**config.mk**
```make
export PLATFORM = sky130hd
export DESIGN_NAME = layer3_output_scheduler
export DESIGN_NICKNAME = d
export VERILOG_FILES = /design/src/rtl/layer3_output_scheduler_pkg.sv /design/src/rtl/layer3_output_scheduler.sv
export SDC_FILE = /design/constraint.sdc
export NUM_CORES = 1
export LEC_CHECK = 0
export CORE_MARGIN = 2
export CORE_UTILIZATION = 45
export DETAILED_ROUTE_END_ITERATION = 10
export DONT_BUFFER_PORTS = 1
export PLACE_DENSITY_LB_ADDON = 0.25
export SYNTH_ARGS = -nofsm -noshare
export SYNTH_HDL_FRONTEND = slang
export SYNTH_SLANG_ARGS = --single-unit
```
**constraint.sdc**
```tcl
create_clock -name clk -period 10.1 [get_ports clk]
set_input_delay 3.03 -clock clk [delete_from_list [all_inputs] [get_ports clk]]
set_output_delay 3.03 -clock clk [all_outputs]
set_load 0.005 [all_outputs]
```
**src/rtl/layer3_output_scheduler_pkg.sv**
```systemverilog
// Shared constants and state encoding for the layer-3 output scheduler.
//   DefNOut / DefDw / DefAw : default neuron count, Q8.8 data width, weight-memory address width
//   Frac                    : Q8.8 fraction width (documentation of the number format)
//   state_e                 : scheduler FSM states, 3-bit encoding
package layer3_output_scheduler_pkg;

  localparam int unsigned DefNOut = 9;
  localparam int unsigned DefDw   = 16;
  localparam int unsigned DefAw   = 4;
  localparam int unsigned Frac    = 8;

  typedef enum logic [2:0] {
    StIdle    = 3'd0,
    StFetch   = 3'd1,
    StLoad    = 3'd2,
    StCapture = 3'd3,
    StDone    = 3'd4
  } state_e;

endpackage

```
**src/rtl/layer3_output_scheduler.sv**
```systemverilog
// Time-shares one layer-3 MAC and one sigmoid across N_OUT output neurons.
// Per neuron: read weights/bias from the weight memory, register the MAC operands, then capture
// the sigmoid result (act_in) into that neuron's output slot. All slots are presented together.
//
// Optional build macro: WMEM_PREFETCH_EN -- overlap the weight read of neuron n+1 with the
// capture of neuron n (2 cycles per neuron instead of 3). Slot contents are identical.
//
// Ports:
//   clk, rst              clock, asynchronous active-high reset
//   in_valid/in_ready     accept a21/a22 latent activations
//   a21, a22              latent activations (Q8.8)
//   wmem_rd, wmem_addr    weight-memory read strobe and neuron index
//   wmem_w1/w2/b          weight memory data, valid one cycle after wmem_rd
//   mac_d1..mac_b         registered operands of the shared MAC
//   act_in                sigmoid(MAC) result, combinational from mac_*
//   out_valid/out_ready   result handshake
//   out_bus               slot n at bits [DW*n +: DW]
//   busy                  high whenever not idle
module layer3_output_scheduler
  import layer3_output_scheduler_pkg::*;
#(
  parameter int unsigned N_OUT = DefNOut,
  parameter int unsigned DW    = DefDw,
  parameter int unsigned AW    = DefAw
) (
  input  logic                clk,
  input  logic                rst,
  input  logic                in_valid,
  output logic                in_ready,
  input  logic [DW-1:0]       a21,
  input  logic [DW-1:0]       a22,
  output logic                wmem_rd,
  output logic [AW-1:0]       wmem_addr,
  input  logic [DW-1:0]       wmem_w1,
  input  logic [DW-1:0]       wmem_w2,
  input  logic [DW-1:0]       wmem_b,
  output logic [DW-1:0]       mac_d1,
  output logic [DW-1:0]       mac_d2,
  output logic [DW-1:0]       mac_w1,
  output logic [DW-1:0]       mac_w2,
  output logic [DW-1:0]       mac_b,
  input  logic [DW-1:0]       act_in,
  output logic                out_valid,
  input  logic                out_ready,
  output logic [N_OUT*DW-1:0] out_bus,
  output logic                busy
);

  localparam logic [AW-1:0] LastIdx = AW'(N_OUT - 1);

  state_e        state_q, state_d;
  logic [AW-1:0] n_q, n_d;
  logic [AW-1:0] addr_q;
  logic          rd;
  logic [AW-1:0] rd_addr;
  logic [DW-1:0] a21_q, a22_q;

  // Next-state, index and read-strobe decode
  always_comb begin
    state_d = state_q;
    n_d     = n_q;
    rd      = 1'b0;
    rd_addr = addr_q;
    unique case (state_q)
      StIdle: begin
        if (in_valid) begin
          state_d = StFetch;
          n_d     = '0;
        end
      end
      StFetch: begin
        rd      = 1'b1;
        rd_addr = n_q;
        state_d = StLoad;
      end
      StLoad: begin
        state_d = StCapture;
      end
      StCapture: begin
        if (n_q == LastIdx) begin
          state_d = StDone;
        end else begin
          n_d = n_q + 1'b1;
`ifdef WMEM_PREFETCH_EN
          // Read the next neuron's weights now so LOAD can follow directly.
          rd      = 1'b1;
          rd_addr = n_q + 1'b1;
          state_d = StLoad;
`else
          state_d = StFetch;
`endif
        end
      end
      StDone: begin
        if (out_ready) begin
          state_d = StIdle;
        end
      end
      default: state_d = StIdle;
    endcase
  end

  always_ff @(posedge clk or posedge rst) begin
    if (rst) begin
      state_q <= StIdle;
      n_q     <= '0;
      addr_q  <= '0;
    end else begin
      state_q <= state_d;
      n_q     <= n_d;
      if (rd) begin
        addr_q <= rd_addr;
      end
    end
  end

  // Activation latches, loaded only on the input handshake
  always_ff @(posedge clk or posedge rst) begin
    if (rst) begin
      a21_q <= '0;
      a22_q <= '0;
    end else if (state_q == StIdle && in_valid) begin
      a21_q <= a21;
      a22_q <= a22;
    end
  end

  // Shared MAC operand registers; held outside LOAD so act_in stays stable in CAPTURE/DONE
  always_ff @(posedge clk or posedge rst) begin
    if (rst) begin
      mac_d1 <= '0;
      mac_d2 <= '0;
      mac_w1 <= '0;
      mac_w2 <= '0;
      mac_b  <= '0;
    end else if (state_q == StLoad) begin
      mac_d1 <= a21_q;
      mac_d2 <= a22_q;
      mac_w1 <= wmem_w1;
      mac_w2 <= wmem_w2;
      mac_b  <= wmem_b;
    end
  end

  // Output slot bank, one register per neuron
  for (genvar i = 0; i < N_OUT; i++) begin : g_slot
    localparam logic [AW-1:0] SlotIdx = AW'(i);
    logic [DW-1:0] slot_q;

    always_ff @(posedge clk or posedge rst) begin
      if (rst) begin
        slot_q <= '0;
      end else if (state_q == StCapture && n_q == SlotIdx) begin
        slot_q <= act_in;
      end
    end

    assign out_bus[DW*i +: DW] = slot_q;
  end

  assign in_ready  = (state_q == StIdle);
  assign busy      = (state_q != StIdle);
  assign out_valid = (state_q == StDone);
  assign wmem_rd   = rd;
  // Address holds its last issued value between reads
  assign wmem_addr = rd_addr;

endmodule

```
; ---- Word level (Yosys, flattened, before mapping)
; Cells that the tools add are included.
[word_totals]
register_bits = 267
input_bits = 100
word_cells = 60
[classes]
n_addsub = 1
eq_ne = 15
mux = 9
reduce_logical = 16
[ops]
columns = op, count
row1 = $eq A4 B3 Y1 const B, 4
row2 = $pmux W3 S5, 1
row3 = $mux W4, 3
row4 = $logic_and A1 B1 Y1, 10
row5 = $mux W3, 3
row6 = $eq A4 B2 Y1 const B, 2
row7 = $pmux W4 S2, 1
row8 = $eq A3 B2 Y1 const B, 2
row9 = $add A4 B1 Y4 const B, 1
row10 = $eq A4 B1 Y1 const B, 1
row11 = $eq A4 B4 Y1 const B, 1
row12 = $logic_not A4 Y1, 1
row13 = $ne A2 B2 Y1 const B, 2
row14 = $eq A3 B1 Y1 const B, 1
row15 = $eq A3 B3 Y1 const B, 1
row16 = $logic_not A3 Y1, 1
row17 = $reduce_and A3 Y1, 1
row18 = $reduce_bool A3 Y1, 1
row19 = $ne A2 B1 Y1 const B, 1
row20 = $reduce_and A2 Y1, 1
row21 = $reduce_bool A2 Y1, 1
row22 = $mux W1, 1

; ---- Logic depth before layout (Yosys ltp)
; Gate-level depths: netlist of the first run.
[logic_depth]
ltp_word = 3
mapped_depth = 7

; ---- Worst setup path before layout of the first run
; No wires, ideal clock.
[synth_timing]
path_kind = register to output
start = reg state_q[2]
end = out wmem_addr[0]
arrival_ns = 1.390
t_required_ns = 7.070
setup_slack_ns = 5.680
path_stages_with_launch = 5
path_cell_list = dfrtp_1 -> buf_6 -> nor3b_1 -> clkbuf_1 -> mux2_2
[synth_between]
elab_chain_len = 2
[synth_rtl]
columns = item, line
row1 = "start, declared", layer3_output_scheduler.sv:51  ; state_e state_q, state_d;
row2 = "start signal, assigned", layer3_output_scheduler.sv:105  ; state_q <= StIdle;
row3 = "start signal, assigned", layer3_output_scheduler.sv:109  ; state_q <= state_d;
row4 = $eq A3 B1 Y1, layer3_output_scheduler.sv:64  ; unique case (state_q)
row5 = $mux W4, layer3_output_scheduler.sv:64
row6 = "end, declared", layer3_output_scheduler.sv:33  ; output logic [AW-1:0] wmem_addr,
; Every way passes these cells.

; ---- Final worst setup path of the first run
[layout_timing]
start = reg state_q[0]
end = out wmem_addr[3]
; The elaborated chain is that of the path after synthesis.

==> results of run 1 <==
==> cell usage in the layout, fill, tap and decap left out, types with 2 or more instances in the layout <==
master / Yosys / routed
clkinv_2: 0 / 9
mux2_1: 12 / 12
nand2_1: 2 / 2
nand2b_1: 4 / 4
a31o_2: 2 / 2
nor3b_1: 3 / 3
mux2_4: 30 / 30
ha_1: 4 / 4
nor4b_4: 2 / 2
clkbuf_16: 0 / 29
bufinv_16: 0 / 4
inv_1: 5 / 4
mux2_2: 222 / 222
a21oi_1: 3 / 3
nor2_1: 3 / 2
clkbuf_1: 2 / 2
nor3_4: 0 / 2
a211oi_1: 2 / 2
buf_4: 0 / 6
clkbuf_8: 0 / 6
dfrtp_1: 267 / 267
==> cells in the mapped netlist, types with 3 or more instances <==
library cell,number,area (um2)
a21oi_1,3,15.0
buf_2,22,110
buf_6,7,78.8
dfrtp_1,267,6680
ha_1,4,50.1
inv_1,5,18.8
mux2_1,12,135
mux2_2,222,2500
mux2_4,30,450
nand2b_1,4,25.0
nor2_1,3,11.3
nor3b_1,3,22.5
==> metal layers <==
metal	part of all wire, %	routed length [um]	vias up
met5	0	0	-
met4	1.7	382	0
met2	48	10700	254
li1	-	-	2181
met3	13	2810	28
met1	38	8520	2672
==> state kept, by name, summed over array words and instances (netlist names), 16 cells and up <==
signal / count
a21_q: 16
a22_q: 16
g_slot.slot_q: 144
mac_b: 16
mac_d1: 16
mac_d2: 16
mac_w1: 16
mac_w2: 16
==> cell families after synthesis <==
logic type | synth area share, %
AOI/OAI and AO/OA | 0.700
DFF | 64.4
adders and majority gates | 0.483
muxes | 29.9
and+or+nand+nor | 2.21
buffers and inverters | 2.22
xor gates and xnor gates | 0.0845
==> cell type report <==
class / instances / area, um2 / share of cell area, %
clock buffer: 37 / 816 / 7.03
multi-input combinational: 307 / 3480 / 30.0
antenna: 1 / 2.50 / 0.0216
sequential: 267 / 6680 / 57.6
timing repair buffer: 7 / 65.1 / 0.561
tap: 285 / 357 / 3.07
inverter: 5 / 22.5 / 0.194
clock inverter: 15 / 183 / 1.57
==> where the power goes <==
| part | total [mW] | switching (mW) | internal [mW] | leakage [nW] |
|---|---|---|---|---|
| Clock | 1.08 | 0.413 | 0.670 | 0.503 |
| Combinational | 0.954 | 0.349 | 0.605 | 1.48 |
| Sequential | 2.03 | 0.442 | 1.59 | 3.26 |
| Total | 4.06 | 1.20 | 2.86 | 5.25 |
==> critical path, delay by kind of cell, from the launching register on <==
family | cells | cell delay (ps)
buffers and inverters | 1 | 240
AND/OR/NAND/NOR | 1 | 290
flip-flops | 1 | 630
multiplexers | 1 | 380
==> worst paths after layout <==
kind / endpoint / slack (ps) / depth (start not counted) / startpoint
max: wmem_addr[3] / 4990 / 3 / state_q[0]
min: a22_q[0] / 490 / 1 / a22_q[0]
max reg2reg: g_slot[6].slot_q[14] / 7490 / 3 / state_q[0]
min reg2reg: a22_q[0] / 490 / 1 / a22_q[0]
max in group asynchronous: a21_q[1] / 6000 / 3 / rst
min in group asynchronous: mac_w1[10] / 2570 / 2 / rst
==> per-stage QoR <==
step,hold WS (ps),utilization [%]
after detailed placement,478,46.8
after global routing,509,51.2
after CTS,490,51.2
final,489,51.2
after global placement,465,46.8
after floorplan,452,-
==> summary.md, run 1 <==
| Metric | Value |
|---|---|
| Placed instance area | `10600 um2` |
| Syn_area_per_cell | `between 15 and 20 um2` |
| Rows | `55` |
| Fillers | `approximately 1800` |
| Final instance area | `approximately 12000 um2` |
| Port bufs | `0` |
| Period utilization | `~51%` |
| Crit end category | `primary output` |
| GRT Max-Usage Layer | `met2` |
| H-Tree Depth | `1` |
| Largest net degree at the start of global routing | `194` |
| Worst Skew | `between 15 and 20 ps` |
| Power Density | `350 nW/um2` |
| TritonCTS clock tree | `done` |
| Full die area | `24300 um2` |
| Slew Limit Fails | `0` |
| Top FF cell, synth | `dfrtp_1` |
| Slew HR | `between 20% and 30%` |
| Unrepaired setup endpoints after global routing | `no` |
| Outcome | `completed` |
| Layout net count | `approximately 720` |
| Crit-path max FO | `11` |
| CP Data Required Time | `~7000 ps` |
| Worst Tran Pin Value | `between 1000 and 1500 ps` |
| Total GRT Usage | `17.9%` |
| Reg clk slew, reported paths | `roughly 60 ps` |
| Post-synthesis sequential area ratio | `between 60% and 70%` |
| Fin crit period | `about 5100 ps` |
| Min-delay worst type | `register to register` |
| Avg Vias per Cell | `roughly 5.6` |
| Number of detailed-route iterations in the first pass | `4` |
| Die Wd | `156 um` |
| Final Hold Vio Count | `0` |
| Critical path's largest stage delay | `630 ps` |
| Synth Register Bits | `between 200 and 300` |
| Async S/R FF share, synth | `100%` |
| Deepest clock path buffer count | `3` |
| Final setup TNS | `0 ps` |
| Initial antenna violation count | `0` |
| Netlist cell types | `35` |
| Initial DRC Count | `220` |
| Number of remaining DRC errors | `0` |
| Post-Synthesis Cells | `about 600` |
| DP Cell Count | `just under 900` |
| Critical path arrival | `between 2000 and 2500 ps` |
| Worst setup margin | `approximately 5000 ps` |
| Routed Antenna Nets | `0` |
| CTS Hold Buffers Added | `0` |
| Synthesized Nets | `just over 700` |
| Vias in the first global route | `between 5000 and 6000` |
| Standby leakage power | `roughly 5.2 nW` |
| Peak Freq | `196 MHz` |
| Via count | `about 5100` |
| Critical path, cell by cell | `nor3b_1, buf_4, mux2_2` |
| Synth warn | `0` |
| CP max-delay cell | `dfrtp_1` |
| Post-synth EDFFs | `0` |
| Maxcap violations | `0` |
| Skew-Pair Late Insertion Delay | `between 500 and 600 ps` |
| First-pass GRT wire length | `about 34000 um` |
| Final-report setup violation count | `0` |
| Routed wire per std cell | `24.3 um` |
| Crit start category | `register` |
| Clock sinks | `267` |
| CTS resizes | `0` |
| Post-Layout Cell Count | `924` |
| GR Util met3 | `8.64%` |
| Post-CTS Setup Inserts | `0` |
| Initial core utilization | `45.8%` |
| Met1 GRT Util | `around a fifth` |
| Syn Std Cell Area | `around 10000 um2` |
| Final Power | `between 4 and 5 mW` |
| CTS Buf Count | `29` |
| Core Area | `22600 um2` |
| Boundary Pins | `between 300 and 400` |
| Routability-driven placement congestion ratio | `between 0.7 and 0.8` |
| Worst slack at placement | `~5200 ps` |
| Met2 GRT Util | `between 20 and 30%` |
| Area grow syn2layout | `11.9%` |
| Share of cells above drive strength 1 | `between 50% and 60%` |
| CP Class | `register to primary output` |
| Clock Tree Root | `clkbuf_16` |
| Die Y | `between 150 and 200 um` |
| Drt total wl | `approximately 22000 um` |
| DP HPWL | `roughly 15000 um` |
| VDD IR max | `0.000217 V` |
| Gr ovfl total | `0` |
(Power assumes the default switching activity.)
==> run 2: changes to the inputs <==
- clock period: 10.1 -> 5 ns (I/O delays scaled with it)
==> run 2 against run 1 <==
  * Wire length decreased by 1.2%
  * Sequential share of layout area grew 0.062 points
  * Via count shrank 0.39%
  * Final cell count down 0.22%
  * Critical endpoint is now wmem_addr[0]
  * Sequential power rose by 100%
  * Clock power up 100%
  * Non-clock buffer count shrank 1
  * Sequential cell count stayed put
  * Critical path depth is the same
  * Register-to-register slack worse by 5100 ps
  * First-iteration DRC count fell by 28%
==> summary.md, run 2 (synthesis results as in run 1) <==
| Metric | Value |
|---|---|
| CTS Hold Buffers Added | `0` |
| Gr ovfl total | `0` |
| TritonCTS clock tree | `done` |
| Worst Tran Pin Value | `~1200 ps` |
| Number of remaining DRC errors | `0` |
| Largest net degree at the start of global routing | `145` |
| Peak Freq | `approximately 280 MHz` |
| Final hold slack | `501 ps` |
| VDD IR max | `0.000420 V` |
| H-Tree Depth | `1` |
| Worst Skew | `between 10 and 15 ps` |
| Layout net count | `719` |
| Number of detailed-route iterations in the first pass | `4` |
| Post-CTS Setup Inserts | `0` |
| Drt total wl | `about 22000 um` |
| First-pass GRT wire length | `between 30000 and 40000 um` |
| Deepest clock path buffer count | `3` |
| Fin util | `between 50% and 60%` |
| Unrepaired setup endpoints after global routing | `no` |
| Worst path bufs/invs | `1` |
| Crit start category | `register` |
| Final setup TNS | `0 ps` |
| Full die area | `~24000 um2` |
| Rows | `55` |
| Critical path arrival | `approximately 2000 ps` |
| Share of cells above drive strength 1 | `between 40% and 50%` |
| Crit path max-delay family | `flip-flops` |
| Final-report setup violation count | `0` |
| Crit-path max FO | `11` |
| Slew HR | `between 10% and 20%` |
| Routed wire per std cell | `24.0 um` |
| Core Area | `around 23000 um2` |
| Biggest register | `g_slot.slot_q` |
| Initial core utilization | `~46%` |
| Slew Limit Fails | `0` |
| DP HPWL | `15000 um` |
| Critical path, cell by cell | `nor3b_1, buf_4, mux2_2` |
| Power Density | `705 nW/um2` |
| Via count | `about 5000` |
| CP max-delay cell | `dfrtp_1` |
| Routability-driven placement congestion ratio | `roughly 0.76` |
| Fillers | `1821` |
| Commonest non-fill, non-tap cells in the layout | `dfrtp_1, mux2_2, mux2_4` |
| Initial DRC Count | `approximately 160` |
| Avg Vias per Cell | `approximately 5.5` |
| Most common cell after layout, fill and taps aside | `dfrtp_1` |
| Fin crit period | `3550 ps` |
| # diodes | `0` |
| Max reg flops | `144` |
| CTS resizes | `0` |
| Final Power | `~8.2 mW` |
| Boundary Pins | `approximately 330` |
| Clock Tree Root | `clkbuf_16` |
| Initial antenna violation count | `0` |
| CP Data Required Time | `about 3500 ps` |
| Period utilization | `between 70% and 80%` |
| Standby leakage power | `~5.2 nW` |
| Die Y | `156 um` |
| CP Class | `register to primary output` |
| Area grow syn2layout | `11.8%` |
| Die Wd | `between 150 and 200 um` |
| Min-delay worst type | `register to register` |
| Outcome | `completed` |
| Maxcap violations | `0` |
| Reg clk slew, reported paths | `approximately 60 ps` |
| Port bufs | `0` |
| Vias in the first global route | `5643` |
| Worst setup margin | `around 1500 ps` |
| Final Hold Vio Count | `0` |
| Routed Antenna Nets | `0` |
| Clock sinks | `about 270` |
| Crit end category | `primary output` |
| Critical path's largest stage delay | `roughly 640 ps` |
| CTS Buf Count | `28` |
| Worst slack at placement | `2020 ps` |
| Total GRT Usage | `approximately 18%` |
| Skew-Pair Late Insertion Delay | `between 500 and 600 ps` |
[run 2: layout make-up]
class,count,area (um2),area share (%)
Timing Repair Buffer,6,70.1,0.605
Inverter,5,22.5,0.194
Clock buffer,39,803,6.93
Tap cell,285,357,3.08
Sequential cell,267,6680,57.6
Clock inverter,13,180,1.55
Multi-Input combinational cell,307,3480,30.0
[run 2: routing by layer]
layer  vias up  GRT usage (%)  share of wire, %
met5         -              0                 0
met4         0           4.98               2.5
met3        38           8.33                12
met2       248           29.8                48
met1      2650           20.7                37
li1       2179              -                 -
[run 2: power by group]
| part | switching, mW | internal (mW) | total [mW] | leakage, nW |
|---|---|---|---|---|
| Clock | 0.826 | 1.33 | 2.16 | 0.474 |
| Sequential | 0.893 | 3.20 | 4.10 | 3.26 |
| Combinational | 0.702 | 1.22 | 1.92 | 1.49 |
| Total | 2.42 | 5.75 | 8.17 | 5.22 |
[run 2: final timing paths]
path / cells after the start / slack (ps) / startpoint / end
max: 3 / 1450 / state_q[0] / wmem_addr[0]
min: 1 / 500 / a21_q[5] / a21_q[5]
max reg2reg: 4 / 2410 / state_q[1] / mac_w2[10]
min reg2reg: 1 / 500 / a21_q[5] / a21_q[5]
max in group asynchronous: 2 / 3330 / rst / g_slot[6].slot_q[5]
min in group asynchronous: 2 / 1010 / rst / n_q[2]
[run 2: per-stage QoR]
stage	std cells	instance area [um2]
after floorplan	611	10400
after global placement	870	10600
after detailed placement	870	10600
after CTS	922	11600
after global routing	922	11600
final	922	11600
==> run 3: changes to the inputs <==
- clock period: 5 -> 3.3 ns (I/O delays scaled with it)
==> run 3 against run 2 <==
  * Clock power rose by 49%
  * Global-route usage rose by 0.080 points
  * Non-clock buffer count up 11
  * Sequential cell count did not move
  * Critical endpoint is now wmem_addr[3]
  * Highest routed layer unchanged
  * Via count is 0.94% higher
  * Combinational power grew 54%
  * Final cell count rose by 0.87%
  * Core utilization increased by 0.55 points
  * Count of clock-buffer cells in the layout is the same
==> summary.md, run 3 (synthesis results as in run 1) <==
| Metric | Value |
|---|---|
| Biggest register | `g_slot.slot_q` |
| WL met2 | `roughly 11000 um` |
| Number of remaining DRC errors | `0` |
| Routability-driven placement congestion ratio | `around 0.75` |
| Deepest clock path buffer count | `3` |
| H-Tree Depth | `1` |
| Crit-path max FO | `11` |
| Top routing layer in use | `met4` |
| Vias in the first global route | `~5600` |
| Critical path's largest stage delay | `650 ps` |
| Avg Vias per Cell | `5.55` |
| Initial core utilization | `between 40% and 50%` |
| CTS resizes | `0` |
| Met3 wire len | `around 2900 um` |
| Fin util | `between 50% and 60%` |
| Full die area | `around 24000 um2` |
| Reg clk slew, reported paths | `roughly 60 ps` |
| CP Data Required Time | `2310 ps` |
| Max reg flops | `between 100 and 150` |
| Worst Tran Pin Value | `around 1100 ps` |
| First-pass GRT wire length | `33800 um` |
| CTS Hold Buffers Added | `0` |
| Post-CTS Setup Inserts | `0` |
| DP HPWL | `roughly 16000 um` |
| Clock Tree Root | `clkbuf_16` |
| Core Area | `22600 um2` |
| Area grow syn2layout | `13.0%` |
| Rows | `between 50 and 60` |
| Crit path max-delay family | `flip-flops` |
| Clock sinks | `267` |
| Final-report setup violation count | `0` |
| Power Density | `1060 nW/um2` |
| DP Cell Count | `881` |
| TritonCTS clock tree | `done` |
| Commonest non-fill, non-tap cells in the layout | `dfrtp_1, mux2_2, mux2_4` |
| Critical path arrival | `between 2000 and 2500 ps` |
| Fin crit period | `3030 ps` |
| Slew HR | `between 20% and 30%` |
| Initial DRC Count | `between 100 and 150` |
| Standby leakage power | `~5.3 nW` |
| VDD IR max | `a little over 0.0005 V` |
| CP max-delay cell | `dfrtp_1` |
| Initial antenna violation count | `1` |
| Crit start category | `register` |
| Slew Limit Fails | `0` |
| Worst path bufs/invs | `1` |
| Routed Antenna Nets | `0` |
| Die Wd | `around 160 um` |
| Total GRT Usage | `between 15 and 20%` |
| Critical path, cell by cell | `nor3b_1, buf_4, mux2_2` |
| Worst Skew | `approximately 11 ps` |
| Worst slack at placement | `slightly above 800 ps` |
| Gr ovfl total | `0` |
| Period utilization | `between 90% and 100%` |
| Peak Freq | `roughly 330 MHz` |
| Routed wire per std cell | `24.1 um` |
| Boundary Pins | `about 330` |
| Skew-Pair Late Insertion Delay | `approximately 520 ps` |
| Post-Layout Cell Count | `between 900 and 1000` |
| Crit end category | `primary output` |
| Port bufs | `0` |
| Die Y | `about 160 um` |
| Final setup TNS | `0 ps` |
| Most common cell after layout, fill and taps aside | `dfrtp_1` |
| # diodes | `0` |
| DRT met1 WL | `approximately 8000 um` |
| Layout net count | `730` |
| Worst setup margin | `268 ps` |
| CTS Buf Count | `28` |
| Drt total wl | `22400 um` |
| CP Class | `register to primary output` |
| Final Hold Vio Count | `0` |
| Unrepaired setup endpoints after global routing | `no` |
| Outcome | `completed` |
| Min-delay worst type | `input port to asynchronous set/reset pin` |
| Reg2Reg Setup Slack | `about 790 ps` |
| Largest net degree at the start of global routing | `81` |
| Final hold slack | `449 ps` |
| Fillers | `roughly 1900` |
| Maxcap violations | `0` |
| Number of detailed-route iterations in the first pass | `4` |
| Share of cells above drive strength 1 | `about half` |
| Via count | `between 5000 and 6000` |
-- run 3: changes by cell type in the layout (fill, tap and decap cells not counted) --
| cell | delta |
|---|---|
| clkinv_2 | +1 |
| clkinvlp_4 | -3 |
| bufinv_16 | -1 |
| buf_4 | +7 |
| clkbuf_8 | +4 |
| buf_12 | +4 |
| clkbuf_1 | -4 |
-- run 3: metal layers --
metal  vias up  global-route usage, %
met4         0                   5.24
met5         -                      0
met3        35                   8.72
met1      2670                   20.6
li1       2200                      -
met2       258                   29.8
-- run 3: power breakdown --
part	internal, mW	switching, mW
clock	2.01	1.21
combinational	1.88	1.07
sequential	4.85	1.36
-- run 3: worst reg2reg max path, delay by kind of cell, from the launching register on --
kind | cells | cell delay (ps)
buffers and inverters | 1 | 160
AND/OR/NAND/NOR | 2 | 1070
adder cells (fa/ha/maj) | 1 | 250
flip-flops | 1 | 450
multiplexers | 1 | 460
-- run 3: worst paths after layout --
kind / start / to / cells past startpoint
max: state_q[0] / wmem_addr[3] / 3
min: rst / addr_q[2] / 1
max reg2reg: n_q[0] / g_slot[0].slot_q[8] / 5
min reg2reg: a22_q[0] / a22_q[0] / 1
max in group asynchronous: rst / mac_d1[4] / 2
min in group clk: a22_q[0] / a22_q[0] / 1
-- run 3: layout make-up --
| type | instances | area (um2) | share of cell area, % |
|---|---|---|---|
| tap | 285 | 357 | 3.04 |
| clock inverter | 10 | 133 | 1.13 |
| sequential | 267 | 6680 | 57.0 |
| inverter | 5 | 22.5 | 0.192 |
| timing repair buffer | 17 | 203 | 1.73 |
| multi-input combinational | 307 | 3480 | 29.7 |
| clock buffer | 39 | 843 | 7.20 |
-- run 3: metrics by stage --
step	cell area [um2]	power (mW)
floorplan	10400	8.38
CTS	11700	12.6
detailed placement	10700	9.29
global placement	10700	9.06
finish	11700	12.4
global route	11700	13.1
